===== src/rtl/spi_multi_encoder_reader.sv =====
// N-channel x4 quadrature counter with a mode-0 SPI slave readout.
// Counts are snapshotted at chip-select assertion so multi-byte reads are coherent.
module spi_multi_encoder_reader #(
   parameter int unsigned NUM_ENC     = 4,
   parameter int unsigned COUNT_W     = 16,
   parameter int unsigned SYNC_STAGES = 2
) (
   input  logic               clk,
   input  logic               rst_n,
   input  logic [NUM_ENC-1:0] encA,
   input  logic [NUM_ENC-1:0] encB,
   input  logic               cs_n,
   input  logic               sck,
   input  logic               mosi,
   output logic               miso,
   output logic               miso_oe,
   output logic [NUM_ENC-1:0] errFlags
);

   localparam int unsigned NBYTES   = COUNT_W / 8;
   localparam int unsigned ERR_ADDR = NUM_ENC * NBYTES;

   typedef enum logic [1:0] {ST_IDLE, ST_CMD, ST_DATA, ST_NULL} spi_state_t;

   logic [SYNC_STAGES-1:0][NUM_ENC-1:0] a_sync, b_sync;
   logic [SYNC_STAGES-1:0]              cs_sync, sck_sync, mosi_sync;
   logic [NUM_ENC-1:0]                  a_s, b_s;
   logic                                cs_s, sck_s, mosi_s;

   always_ff @(posedge clk or negedge rst_n) begin
      if (!rst_n) begin
         a_sync    <= '0;
         b_sync    <= '0;
         cs_sync   <= '1;
         sck_sync  <= '0;
         mosi_sync <= '0;
      end else begin
         a_sync    <= {a_sync[SYNC_STAGES-2:0], encA};
         b_sync    <= {b_sync[SYNC_STAGES-2:0], encB};
         cs_sync   <= {cs_sync[SYNC_STAGES-2:0], cs_n};
         sck_sync  <= {sck_sync[SYNC_STAGES-2:0], sck};
         mosi_sync <= {mosi_sync[SYNC_STAGES-2:0], mosi};
      end
   end

   assign a_s    = a_sync[SYNC_STAGES-1];
   assign b_s    = b_sync[SYNC_STAGES-1];
   assign cs_s   = cs_sync[SYNC_STAGES-1];
   assign sck_s  = sck_sync[SYNC_STAGES-1];
   assign mosi_s = mosi_sync[SYNC_STAGES-1];

   // Quadrature decode: map Gray {A,B} to a 0..3 position, the modular
   // difference gives +1, -1, hold, or an illegal double change.
   logic [NUM_ENC-1:0] a_prev, b_prev;
   logic [NUM_ENC-1:0] step_up, step_dn, step_bad;
   logic [1:0]         pos_new, pos_old, pos_diff;

   always_comb begin
      step_up  = '0;
      step_dn  = '0;
      step_bad = '0;
      pos_new  = '0;
      pos_old  = '0;
      pos_diff = '0;
      for (int unsigned c = 0; c < NUM_ENC; c++) begin
         pos_new     = {a_s[c], a_s[c] ^ b_s[c]};
         pos_old     = {a_prev[c], a_prev[c] ^ b_prev[c]};
         pos_diff    = pos_new - pos_old;
         step_up[c]  = (pos_diff == 2'd1);
         step_dn[c]  = (pos_diff == 2'd3);
         step_bad[c] = (pos_diff == 2'd2);
      end
   end

   logic [COUNT_W-1:0] count [NUM_ENC];
   logic               clr_pulse;
   logic [6:0]         clr_ch;

   always_ff @(posedge clk or negedge rst_n) begin
      if (!rst_n) begin
         a_prev   <= '0;
         b_prev   <= '0;
         errFlags <= '0;
         for (int unsigned c = 0; c < NUM_ENC; c++) count[c] <= '0;
      end else begin
         a_prev <= a_s;
         b_prev <= b_s;
         for (int unsigned c = 0; c < NUM_ENC; c++) begin
            if (clr_pulse && clr_ch == 7'(c)) begin
               count[c]    <= '0;
               errFlags[c] <= 1'b0;
            end else begin
               if (step_up[c])
                  count[c] <= count[c] + COUNT_W'(1);
               else if (step_dn[c])
                  count[c] <= count[c] - COUNT_W'(1);
               if (step_bad[c])
                  errFlags[c] <= 1'b1;
            end
         end
      end
   end

   spi_state_t         state;
   logic               cs_prev, sck_prev;
   logic               cs_fall, sck_rise, sck_fall;
   logic [2:0]         bit_cnt;
   logic [6:0]         rx;
   logic [7:0]         rx_byte;
   logic [7:0]         tx;
   logic [6:0]         ptr;
   logic [6:0]         rd_addr;
   logic [7:0]         rd_byte;
   logic [COUNT_W-1:0] shadow [NUM_ENC];
   logic [NUM_ENC-1:0] shadow_err;

   assign cs_fall  = cs_prev & ~cs_s;
   assign sck_rise = ~sck_prev & sck_s & ~cs_s;
   assign sck_fall = sck_prev & ~sck_s & ~cs_s;
   assign rx_byte  = {rx, mosi_s};

   // During the command byte the address comes straight from the byte being
   // completed, so the first data byte is ready on the same clk.
   always_comb begin
      rd_addr = (state == ST_CMD) ? rx_byte[6:0] : ptr;
      rd_byte = '0;
      for (int unsigned c = 0; c < NUM_ENC; c++)
         for (int unsigned j = 0; j < NBYTES; j++)
            if (rd_addr == 7'(c * NBYTES + j))
               rd_byte = shadow[c][(NBYTES-1-j)*8 +: 8];
      if (rd_addr == 7'(ERR_ADDR))
         rd_byte = 8'(shadow_err);
   end

   always_ff @(posedge clk or negedge rst_n) begin
      if (!rst_n) begin
         state      <= ST_IDLE;
         cs_prev    <= 1'b1;
         sck_prev   <= 1'b0;
         bit_cnt    <= '0;
         rx         <= '0;
         tx         <= '0;
         ptr        <= '0;
         clr_pulse  <= 1'b0;
         clr_ch     <= '0;
         miso       <= 1'b0;
         miso_oe    <= 1'b0;
         shadow_err <= '0;
         for (int unsigned c = 0; c < NUM_ENC; c++) shadow[c] <= '0;
      end else begin
         cs_prev   <= cs_s;
         sck_prev  <= sck_s;
         clr_pulse <= 1'b0;
         miso_oe   <= ~cs_s;
         miso      <= ~cs_s & tx[7];
         if (cs_s) begin
            state   <= ST_IDLE;
            bit_cnt <= '0;
            tx      <= '0;
         end else if (cs_fall) begin
            state      <= ST_CMD;
            bit_cnt    <= '0;
            tx         <= '0;
            shadow     <= count;
            shadow_err <= errFlags;
         end else if (state != ST_IDLE) begin
            if (sck_rise) begin
               rx      <= rx_byte[6:0];
               bit_cnt <= bit_cnt + 3'd1;
               if (bit_cnt == 3'd7) begin
                  case (state)
                     ST_CMD: begin
                        if (rx_byte[7]) begin
                           state     <= ST_NULL;
                           tx        <= '0;
                           clr_ch    <= rx_byte[6:0];
                           clr_pulse <= (32'(rx_byte[6:0]) < NUM_ENC);
                        end else begin
                           state <= ST_DATA;
                           tx    <= rd_byte;
                           ptr   <= rx_byte[6:0] + 7'd1;
                        end
                     end
                     ST_DATA: begin
                        tx  <= rd_byte;
                        ptr <= ptr + 7'd1;
                     end
                     default: tx <= '0;
                  endcase
               end
            end else if (sck_fall && bit_cnt != 3'd0) begin
               // No shift on the fall after a byte boundary: the freshly
               // loaded MSB must stay on miso for the next rising sck.
               tx <= {tx[6:0], 1'b0};
            end
         end
      end
   end

endmodule


===== config.mk =====
export PLATFORM = sky130hd
export DESIGN_NAME = spi_multi_encoder_reader
export DESIGN_NICKNAME = d
export VERILOG_FILES = /design/src/rtl/spi_multi_encoder_reader.sv
export SDC_FILE = /design/constraint.sdc
export NUM_CORES = 1
export LEC_CHECK = 0
export BUFFER_PORTS_ARGS = -buffer_cell sky130_fd_sc_hd__buf_2
export CELL_PAD_IN_SITES_DETAIL_PLACEMENT = 1
export CELL_PAD_IN_SITES_GLOBAL_PLACEMENT = 2
export CORE_MARGIN = 2
export CORE_UTILIZATION = 46
export DETAILED_ROUTE_END_ITERATION = 10
export PLACE_DENSITY_LB_ADDON = 0.3
export SYNTH_ARGS = -nofsm -noshare
export SYNTH_HDL_FRONTEND = slang
export SYNTH_SLANG_ARGS = --single-unit

===== constraint.sdc =====
create_clock -name clk -period 5.1 [get_ports clk]
set_input_delay 1.02 -clock clk [delete_from_list [all_inputs] [get_ports clk]]
set_output_delay 1.02 -clock clk [all_outputs]
set_load 0.02 [all_outputs]

; Word-level counts from Yosys, hierarchy flattened
; Index checks and enable logic that the tools add are counted.
[totals]
output_inout_bits = 6
ff_bits = 205
inputBits = 13
wordCells = 183
[op_classes]
add_sub_neg = 15
n_lt_le_gt_ge = 1
n_bitwise = 18
n_eq_ne = 28
n_reduce_logical = 30
muxes = 58
[ops]
columns = op, count
row1 = $mux 16, 12
row2 = $mux 8, 16
row3 = $add 16x1->16 const B, 4
row4 = $sub 16x1->16 const B, 4
row5 = $eq 7x2->1 const B, 4
row6 = $eq 7x3->1 const B, 4
row7 = $reduce_bool 3->1, 9
row8 = $eq 2x2->1 const B, 9
row9 = $mux 1, 16
row10 = $pmux 8 s2, 1
row11 = $add 7x1->7 const B, 2
row12 = $eq 7x1->1 const B, 2
row13 = $logic_not 7->1, 2
row14 = $mux 7, 2
row15 = $pmux 7 s2, 1
row16 = $reduce_and 7->1, 2
row17 = $mux 2, 6
row18 = $mux 3, 4
row19 = $reduce_bool 2->1, 6
row20 = $eq 2x1->1 const B, 5
row21 = $reduce_and 4->1, 2
row22 = $sub 2x2->2, 4
row23 = $xor 1x1->1, 8
row24 = $eq 7x4->1 const B, 1
row25 = 11 further kinds, 24

; Depth between registers and ports, before layout
[logic_depth]
word_depth = 19
ltp_mapped = 15
depth_no_buf = 15

; Worst setup path after synthesis
; OpenSTA, ideal clock, no wires.
[synth_timing]
path_kind = reg-to-reg
from = register a_sync, in the netlist a_s[3]
to = register count[15] in the netlist's numbering
path_slack_ps = 1653
stages_incl_launch_ff = 15
setup_ps = 79
synth_period_minus_slack_ps = 3447
required_time_ps = 5021
n_path_buf = 0
t_arrival_ps = 3367
path_cell_list = dfrtp_1 -> xnor2_1 -> ha_1 -> xnor2_1 -> xnor2_1 -> nand2b_1 -> ha_1 -> a211oi_1 -> o21ai_1 -> a211oi_2 -> a21oi_1 -> and4_1 -> or3_1 -> nand4_1 -> mux2i_1
[synth_between]
elab_chain_cells = 5
elab_cells_between_ends = 7
classes_between = 1 x add/sub / 2 x eq/ne / 2 x mux / 1 x bitwise / 1 x reduce/logical
[synth_rtl]
columns = element, line_no
row1 = start: declaration, 25  ; logic [SYNC_STAGES-1:0][NUM_ENC-1:0] a_sync, b_sync;
row2 = start signal: assignment, 38  ; a_sync <= {a_sync[SYNC_STAGES-2:0], encA};
row3 = $xor 1x1->1, 66  ; pos_new = {a_s[c], a_s[c] ^ b_s[c]};
row4 = $sub 2x2->2 *, 68  ; pos_diff = pos_new - pos_old;
row5 = $eq 2x1->1, 69  ; step_up[c] = (pos_diff == 2'd1);
row6 = $mux 16, 93  ; if (step_up[c])
row7 = $mux 16, 89  ; if (clr_pulse && clr_ch == 7'(c)) begin
row8 = end signal: indexed assignment, 94  ; count[c] <= count[c] + COUNT_W'(1);
row9 = end signal: indexed assignment, 96  ; count[c] <= count[c] - COUNT_W'(1);
row10 = end: declaration, 75  ; logic [COUNT_W-1:0] count [NUM_ENC];
; Every way passes the cells marked *; elsewhere a longest branch is shown, timed or not.
; A chain may end at the register's enable or synchronous reset.

; Final worst setup path
; Ends and elaborated chain as after synthesis.

==> results_dict.tcl <==
set metrics [dict create \
    outcome "completed" \
    ant_nets 0 \
    clock_path_buffers 3 \
    htree_levels 1 \
    dr.pass1.iters 4 \
    max_freq_ghz 0.245 \
    async_reset_ff_share_pct 100 \
    dpl_worst_slack_ns 0.992 \
    required_ns 5.52 \
    synth_area_um2 11400 \
    fp.dieW_um 161 \
    ys.flop_type "dfrtp_1" \
    syn_area_per_cell_um2 10.3 \
    tightest_slew_ns 1.00 \
    synth_edf_count 0 \
    hold_viol 0 \
    synth_common_cells "dfrtp_1, nor2_1, mux2_2" \
    core_um2 24300 \
    hold_path_class "reg2reg" \
    post_drt_via_cell_ratio 5.81 \
    gp_congestion 0.839 \
    grt_pass1_vias 8927 \
    synthCells 1103 \
    grt_max_degree 131 \
    dieArea_um2 26000 \
    drt-total-wl_mm 28.2 \
    row_count 57 \
    wl_per_cell_um 19.3 \
    syn-num-nets 1187 \
    clock-root-buffer "clkbuf_16" \
    die_h_um 161 \
    synthTopCellsByArea "dfrtp_1, mux2_2, ha_1" \
    ys_ff_latch 205 \
    diodes 0 \
    ys_types 68 \
    grt_pass1_wl_mm 47.2 \
    slew_viol_final 0 \
    tns_ns 0 \
    critPathCaptureType "register" \
    track_usage_pct 22.4 \
    hpwl_mm 19.9 \
    cts_tree "built" \
    vias 8481 \
    period_share_pct 79.9 \
    drt_iter0_drc 409 \
    yosys.area.top_type_share_pct 44.5 \
    area_growth_pct 10.9 \
    fin_skew_ns 0.00869 \
    final.setup.worst_slack_ns 1.02 \
    start_util_pct 46.7 \
    arrival_ns 4.50 \
    cts_made_buffers 23 \
    rsz0062_at_grt "no" \
    worstSetupStartpointType "register" \
    clk_latency_ns 0.51 \
    path_clk_slew_ns 0.06 \
    p_leak_uw 0.00548 \
    slew_headroom_pct 33.1 \
    cts.sinks 205 \
    antenna_found_initial 0 \
    num_io_pins 19 \
    fin_nets 1204 \
    post_cts_buffers 0 \
    drc 0 \
    min_period_ns 4.08 \
    path_max_fanout 15 \
    setup_viol 0 \
    grt-ovfl-total 0 \
    yosysMostFrequentCell "dfrtp_1" \
    power.density_nw_per_um2 636 \
    layout-drive-gt1-share_pct 14.6 \
    yosys_warnings 0 \
    post-synth-top-area-cell "dfrtp_1" \
    peakVddDrop_mv 0.341 \
    maxCapViolations 0 \
    path_class "reg2reg" \
    hold_buffers 0 \
    ys_seq_area_share_pct 45.2 \
    cts-resized-gates 0 \
    place.port_buffers 18 \
]
==> registers in the layout, summed over array words and instances, names as in the netlist, 7 cells and up <==
| signal | flops |
|---|---|
| clr_ch | 7 |
| count | 64 |
| ptr | 7 |
| rx | 7 |
| shadow | 64 |
| tx | 8 |
==> logic make-up (layout without fill, tap and decap cells) <==
logic type | Yosys count | after routing | share of synthesized area [%]
AOI/OAI and AO/OA | 270 | 270 | 16.1
xor gates and xnor gates | 57 | 57 | 4.39
adders and majority gates | 71 | 71 | 8.08
buffers and inverters | 76 | 109 | 2.57
DFF | 205 | 205 | 45.2
muxes | 103 | 103 | 9.97
and+or+nand+nor | 321 | 321 | 13.7
==> worst max-delay path, stage by stage, from the launching register on <==
cell      delay, ns
dfrtp_1        0.41
xnor2_1        0.14
ha_1           0.30
clkinv_1       0.28
nand2b_1       0.62
ha_1           0.37
a211oi_1       0.35
o21ai_1        0.17
a211oi_2       0.28
a21oi_1        0.14
and4_1         0.25
or3_1          0.35
nand4_1        0.10
mux2i_1        0.21
==> power by group <==
group / total (uW) / switching [uW] / internal [uW]
clock network: 1700 / 665 / 1040
logic: 3650 / 1940 / 1700
registers: 2670 / 483 / 2180
==> path summary, 6_finish.rpt <==
kind                                 from        end  slack [ns]  depth (start not counted)
worst max register to register     a_s[3]  count[15]        1.02                         13
min in group asynchronous           rst_n     a_s[0]        0.59                          1
worst min register to register  a_sync[2]     a_s[2]        0.34                          0
worst min-delay path            a_sync[2]     a_s[2]        0.34                          0
max in group asynchronous           rst_n  b_sync[3]        3.39                          2
worst max-delay path               a_s[3]  count[15]        1.02                         13
==> metal layers <==
| metal | vias up | routed length, um | track usage (%) |
|---|---|---|---|
| li1 | 4065 | - | - |
| met1 | 4308 | 13100 | 30.0 |
| met2 | 80 | 13800 | 38.9 |
| met3 | 28 | 790 | 2.93 |
| met4 | 0 | 458 | 4.79 |
| met5 | - | 0 | 0 |
==> cells in the final DEF, fill, tap and decap left out, drive strengths merged, types with 4 or more instances in the layout <==
cell type	Yosys	layout
or3	4	4
nor4	5	5
nor3	32	32
o21a	16	16
a211oi	17	17
a2111o	4	4
and3	7	7
mux2	82	82
inv	35	35
dfrtp	202	202
and2	7	7
or2	4	4
ha	67	67
nand2	63	63
a22oi	17	17
a21boi	4	4
o22ai	12	12
a21o	13	13
nor3b	5	5
a31oi	16	16
clkinv	1	6
o21ai	42	42
a32oi	6	6
nor4b	9	9
mux2i	21	21
nor2	107	107
a21oi	70	70
nand2b	13	13
a221oi	7	7
xor2	26	26
xnor2	31	31
fa	4	4
o211ai	11	11
nand3	24	24
clkbuf	35	32
nand4	8	8
buf	5	32
nor2b	23	23
==> metrics by stage <==
| step | utilization (%) | std cells | hold slack [ns] | area [um^2] | power, uW |
|---|---|---|---|---|---|
| detailed placement | 48.7 | 1419 | 0.336 | 11800 | 6340 |
| global route | 51.8 | 1460 | 0.349 | 12600 | 8720 |
| global placement | 48.7 | 1419 | 0.332 | 11800 | 6220 |
| floorplan | - | 1103 | 0.331 | 11400 | 5440 |
| CTS | 51.8 | 1460 | 0.346 | 12600 | 8100 |
| finish | 51.8 | 1460 | 0.344 | 12600 | 8020 |
==> final cells by class <==
cell class	count	area [um^2]
multi-input cells	822	5950
inverters	36	135
clock inverters	9	123
fillers	2705	11700
well taps	324	405
flip-flops and latches	205	5130
repair buffers	32	205
clock buffers	32	649
Power figures use the tool's default switching activity.
